File: src/rtl/nib_fetch.sv
// Instruction fetch/decode front end: splits ROM bytes into opcode/operand,
// assembles two-byte jump targets and drives the PC load interface.
// Optional illegal-opcode trap: define NIB_FETCH_ILLEGAL_TRAP_EN.
module nib_fetch #(
    parameter logic [3:0] JC_OP  = 4'hA,
    parameter logic [3:0] JNC_OP = 4'hB,
    parameter logic [3:0] JZ_OP  = 4'hC,
    parameter logic [3:0] JNZ_OP = 4'hD,
    parameter logic [3:0] JMP_OP = 4'hE
) (
    input  logic        clk,
    input  logic        Rst,
    input  logic        phase,
    input  logic [7:0]  prog_byte,
    input  logic        flag_c,
    input  logic        flag_z,
    output logic [3:0]  instr,
    output logic [3:0]  oprnd,
    output logic        instr_valid,
    output logic        jump_en,
    output logic [11:0] jump_addr,
    output logic        halted
);

    typedef enum logic [1:0] {
        FETCH   = 2'd0,
        JUMP_LO = 2'd1
`ifdef NIB_FETCH_ILLEGAL_TRAP_EN
        ,
        HALT    = 2'd2
`endif
    } state_t;

    localparam int N_JUMP = 5;
    // Entry order must match the condition vector built below.
    localparam logic [N_JUMP*4-1:0] JUMP_OPS = {JMP_OP, JNZ_OP, JZ_OP, JNC_OP, JC_OP};

    state_t      state_reg, state_next;
    logic [3:0]  instr_reg, instr_next;
    logic [3:0]  oprnd_reg, oprnd_next;
    logic        valid_reg, valid_next;
    logic        jump_en_reg, jump_en_next;
    logic [11:0] jump_addr_reg, jump_addr_next;
    logic [3:0]  hi_reg, hi_next;
    logic [3:0]  op_reg, op_next;

    logic [N_JUMP-1:0] fetch_hit;
    logic [N_JUMP-1:0] taken_hit;
    logic [N_JUMP-1:0] cond_vec;
    logic              is_jump;
    logic              jump_taken;
    logic [11:0]       target;

    assign cond_vec   = {1'b1, ~flag_z, flag_z, ~flag_c, flag_c};
    assign target     = {hi_reg, prog_byte};

    generate
        for (genvar gi = 0; gi < N_JUMP; gi++) begin : g_jump_dec
            assign fetch_hit[gi] = (prog_byte[7:4] == JUMP_OPS[gi*4 +: 4]);
            assign taken_hit[gi] = (op_reg == JUMP_OPS[gi*4 +: 4]) && cond_vec[gi];
        end
    endgenerate

    assign is_jump    = |fetch_hit;
    assign jump_taken = |taken_hit;

`ifdef NIB_FETCH_ILLEGAL_TRAP_EN
    localparam logic [3:0] ILLEGAL_OP = 4'hF;
    // Shadow of the PC address of the byte presented at each sample edge.
    logic [11:0] pc_shadow_reg, pc_shadow_next;
    logic        halted_reg, halted_next;
`endif

    always_ff @(posedge clk or posedge Rst) begin
        if (Rst) begin
            state_reg     <= FETCH;
            instr_reg     <= 4'h0;
            oprnd_reg     <= 4'h0;
            valid_reg     <= 1'b0;
            jump_en_reg   <= 1'b0;
            jump_addr_reg <= 12'h000;
            hi_reg        <= 4'h0;
            op_reg        <= 4'h0;
`ifdef NIB_FETCH_ILLEGAL_TRAP_EN
            pc_shadow_reg <= 12'h000;
            halted_reg    <= 1'b0;
`endif
        end else begin
            state_reg     <= state_next;
            instr_reg     <= instr_next;
            oprnd_reg     <= oprnd_next;
            valid_reg     <= valid_next;
            jump_en_reg   <= jump_en_next;
            jump_addr_reg <= jump_addr_next;
            hi_reg        <= hi_next;
            op_reg        <= op_next;
`ifdef NIB_FETCH_ILLEGAL_TRAP_EN
            pc_shadow_reg <= pc_shadow_next;
            halted_reg    <= halted_next;
`endif
        end
    end

    always_comb begin
        state_next     = state_reg;
        instr_next     = instr_reg;
        oprnd_next     = oprnd_reg;
        valid_next     = 1'b0;
        jump_en_next   = jump_en_reg;
        jump_addr_next = jump_addr_reg;
        hi_next        = hi_reg;
        op_next        = op_reg;
`ifdef NIB_FETCH_ILLEGAL_TRAP_EN
        pc_shadow_next = pc_shadow_reg;
        halted_next    = halted_reg;
`endif
        // Only sample edges (phase high) advance anything; prog_byte is settled then.
        if (phase) begin
`ifdef NIB_FETCH_ILLEGAL_TRAP_EN
            pc_shadow_next = pc_shadow_reg + 12'd1;
`endif
            case (state_reg)
                FETCH: begin
                    jump_en_next = 1'b0;
                    if (is_jump) begin
                        hi_next    = prog_byte[3:0];
                        op_next    = prog_byte[7:4];
                        state_next = JUMP_LO;
                    end
`ifdef NIB_FETCH_ILLEGAL_TRAP_EN
                    else if (prog_byte[7:4] == ILLEGAL_OP) begin
                        state_next     = HALT;
                        halted_next    = 1'b1;
                        jump_en_next   = 1'b1;
                        jump_addr_next = pc_shadow_reg;
                    end
`endif
                    else begin
                        instr_next = prog_byte[7:4];
                        oprnd_next = prog_byte[3:0];
                        valid_next = 1'b1;
                    end
                end
                JUMP_LO: begin
                    state_next   = FETCH;
                    jump_en_next = jump_taken;
                    if (jump_taken) begin
                        jump_addr_next = target;
`ifdef NIB_FETCH_ILLEGAL_TRAP_EN
                        pc_shadow_next = target;
`endif
                    end
                end
`ifdef NIB_FETCH_ILLEGAL_TRAP_EN
                HALT: begin
                    // PC spins on the trapped address until reset.
                    pc_shadow_next = pc_shadow_reg;
                end
`endif
                default: state_next = FETCH;
            endcase
        end
    end

    assign instr       = instr_reg;
    assign oprnd       = oprnd_reg;
    assign instr_valid = valid_reg;
    assign jump_en     = jump_en_reg;
    assign jump_addr   = jump_addr_reg;
`ifdef NIB_FETCH_ILLEGAL_TRAP_EN
    assign halted      = halted_reg;
`else
    assign halted      = 1'b0;
`endif

endmodule

File: config.mk
export PLATFORM = sky130hd
export DESIGN_NAME = nib_fetch
export DESIGN_NICKNAME = d
export VERILOG_FILES = /design/src/rtl/nib_fetch.sv
export SDC_FILE = /design/constraint.sdc
export NUM_CORES = 1
export LEC_CHECK = 0
export BUFFER_PORTS_ARGS = -buffer_cell sky130_fd_sc_hd__buf_2
export CELL_PAD_IN_SITES_DETAIL_PLACEMENT = 1
export CELL_PAD_IN_SITES_GLOBAL_PLACEMENT = 1
export CORE_MARGIN = 2
export CORE_UTILIZATION = 37
export DETAILED_ROUTE_END_ITERATION = 6
export PLACE_DENSITY_LB_ADDON = 0.3
export RECOVER_POWER = 100
export SETUP_SLACK_MARGIN = 0.4
export SLEW_MARGIN = 15
export SYNTH_ARGS = -nofsm -noshare
export SYNTH_HDL_FRONTEND = slang
export SYNTH_SLANG_ARGS = --single-unit
File: constraint.sdc
create_clock -name clk -period 1.4 [get_ports clk]
set_input_delay 0.07 -clock clk [delete_from_list [all_inputs] [get_ports clk]]
set_output_delay 0.07 -clock clk [all_outputs]
set_load 0.05 [all_outputs]
==> summary.md <==
| Metric | Value |
|---|---|
| Die width | 62.59 µm |
| Global route overflow | 0 |
| WL final | 3028 µm |
| Max clock buf depth | 2 |
| Post-Syn Nets | 91 |
| Tmin final | 1.502 ns |
| Clock share of power | 0.141 |
| Relative slew slack | 0.4921 |
| Largest net degree at the start of global routing | 32 |
| DR vias/cell | 4.649 |
| Vias in the first global route | 938 |
| Leak Pwr | 0.9492 nW |
| First-pass GRT wire length | 4678 µm |
| Top cells by area, synth | dfrtp_1, mux2_2, mux2_4 |
| Post-DP HPWL | 1899 µm |
| Syn_area_per_cell | 16.28 µm² |
| Pwr per Cell Area | 2007 nW/µm² |
| Final GP Congestion | 0.7050 |
| Worst Path Required | 1.61 ns |
| Internal power | 2.065 mW |
| Worst ir drop on vdd | 1.128 mV |
| Comb pwr share | 0.485 |
| H-tree depth | 2 |
| Final ANT Viol Nets | 0 |
| Cell Area, Synth | 1270 µm² |
| Synth Warn # | 0 |
| Via count | 860 |
| Outcome | complete, but fails checks |
| Cell taking the most area after synthesis | dfrtp_1 |
| Measured slew at the worst slew-check pin | 0.7619 ns |
| Worst min path class | in -> reg |
| Final nets | 152 |
| Max Cap Viol | 0 |
| Post-synth EDFFs | 0 |
| CTS sink count | 31 |
| Clk root buf | clkbuf_4 |
| Failing checks | negative setup slack |
| Register area share after synthesis | 0.6108 |
| Setup TNS | -1.123 ns |
| RSZ-0062 raised after global routing | true |
| Main synth FF type | dfrtp_1 |
| CP max FO | 7 |
| Number of detailed-routing iterations run before antenna repair | 2 |
| Crit Path Category | reg -> reg |
| Drt wl/cell | 16.37 µm |
| Fin util | 0.5506 |
| Switch share | 0.4356 |
| CTS buffer count | 5 |
| Die Y | 62.59 µm |
| Final Setup Violations | 12 |
| I/O pin cnt | 36 |
| Count of final hold-check violations | 0 |
| PnR worst setup slack | -0.1021 ns |
| Clock Latency Late Sink | 0.33 ns |
| All-Layer GR Usage | 0.1624 |
| I/O Buffers | 34 |
| CTS tree | built |
| Initial Util | 0.3836 |
| Max reg flops | 12 |
| Clock skew | 0.007264 ns |
| Drc violations | 0 |
| Core area | 3311 µm² |
| Worst endpoint data arrival time | 1.71 ns |
| Flops & latches, synth | 31 |
| Asr flop ratio synth | 1.000 |
| Layout cells sized above 1 | 0.6475 |
| Fmax | 665.7 MHz |
| Initial antenna violation count | 0 |
| Worst-path clk slew | 0.09 ns |
| Flop pwr share | 0.374 |
| Die ar. | 3917 µm² |
| Yosys cell types | 19 |
| Antenna Cells | 0 |
| Area grow syn2layout | 43.55% |
| CP Capture Type | register |
| # rows | 21 |
| Crit start category | register |
| Share of the synthesized area in the top cell type | 0.6108 |
| Post-Syn Instances | 78 |
| Slew Viols, Final | 0 |
| Sw Pwr | 1.593 mW |
| Initial drt markers | 14 |
| Tcrit/Tclk final | 1.073 |
[cell type report]
class / instances / area (µm²)
Multi-Input combinational cell: 41 / 541.8
Fill cell: 359 / 1488
Timing Repair Buffer: 56 / 376.6
Clock inverter: 1 / 5.005
Tap cell: 46 / 57.56
Sequential cell: 31 / 775.7
Inverter: 4 / 15.01
Clock buffer: 6 / 51.30
[power by group through the flow]
| stage | Combinational [mW] | Sequential (mW) | Clock [mW] |
|---|---|---|---|
| final | 1.78 | 1.37 | 0.515 |
| after global routing | 1.85 | 1.41 | 0.592 |
| after CTS | 1.88 | 1.38 | 0.537 |
| after detailed placement | 1.61 | 1.36 | 0 |
| after global placement | 1.58 | 1.35 | 0 |
| after floorplan | 0.451 | 2.15 | 0 |
[per-stage QoR]
step / worst slack (ns) / power (mW) / std cells / hold slack, ns / area [µm²]
after floorplan: -0.07316 / 2.596 / 78 / 0.1664 / 1308
after global placement: -0.05019 / 2.926 / 161 / 0.1597 / 1554
after detailed placement: -0.1188 / 2.973 / 161 / 0.1786 / 1554
after CTS: -0.1140 / 3.796 / 175 / 0.005298 / 1803
after global routing: -0.1447 / 3.847 / 185 / 0.004642 / 1823
final: -0.1021 / 3.658 / 185 / 0.02708 / 1823
[per-layer routing]
| layer | wire (µm) | track usage | vias to the layer above | share of wire |
|---|---|---|---|---|
| li1 | - | - | 395 | - |
| met1 | 1282 | 0.1896 | 439 | 0.42 |
| met2 | 1564 | 0.2567 | 19 | 0.52 |
| met3 | 110 | 0.06126 | 7 | 0.036 |
| met4 | 70 | 0.09167 | 0 | 0.023 |
| met5 | 0 | 0 | - | 0 |
[critical path: stages (launching register included)]
cell and delay (ns):
dfrtp_1 0.42, o22a_1 0.24, o221ai_2 0.22, buf_6 0.19
mux2_4 0.31
[cells by family after synthesis]
logic type / count (synthesis) / share of synthesized area
flip-flops: 31 / 0.6108
multiplexers: 26 / 0.2571
AO/OA/AOI/OAI: 9 / 0.06108
buffers and inverters: 6 / 0.02660
AND/OR/NAND/NOR: 5 / 0.04139
other: 1 / 0.002953
[cell usage in the layout (no fill, tap or decap), types with 2 or more instances in the layout]
master         instances
mux2_4                25
clkbuf_2              22
buf_2                 12
buf_6                  8
buf_4                  7
o22a_1                 2
dlygate4sd3_1          6
clkbuf_4               5
dfrtp_1               31
inv_1                  4
[synthesized netlist by cell type, types with 2 or more instances]
| cell | instances |
|---|---|
| dfrtp_1 | 31 |
| mux2_2 | 17 |
| mux2_4 | 9 |
| inv_1 | 4 |
| o21ai_0 | 2 |
| o22a_1 | 2 |
[repair_timing]
item / CTS / global route
buffers inserted: 3 / 8
hold buffers: 4 / 2
gates resized for setup: 43 / 23
endpoints found under the setup margin: 51 / 53
pin swaps: 1 / 2
endpoints found under the hold margin: 35 / 2
[final timing paths]
check                                  start            end  slack (ns)  cells past startpoint
worst max-delay path               op_reg[2]  jump_addr[10]       -0.10                      4
max in group asynchronous                Rst   jump_addr[2]        0.38                      4
min in group asynchronous                Rst       instr[3]        0.53                      4
worst min-delay path            prog_byte[0]       oprnd[0]        0.03                      2
worst max register to register     op_reg[2]  jump_addr[10]       -0.10                      4
worst min register to register     op_reg[3]      op_reg[3]        0.51                      1
(Power assumes the default switching activity.)
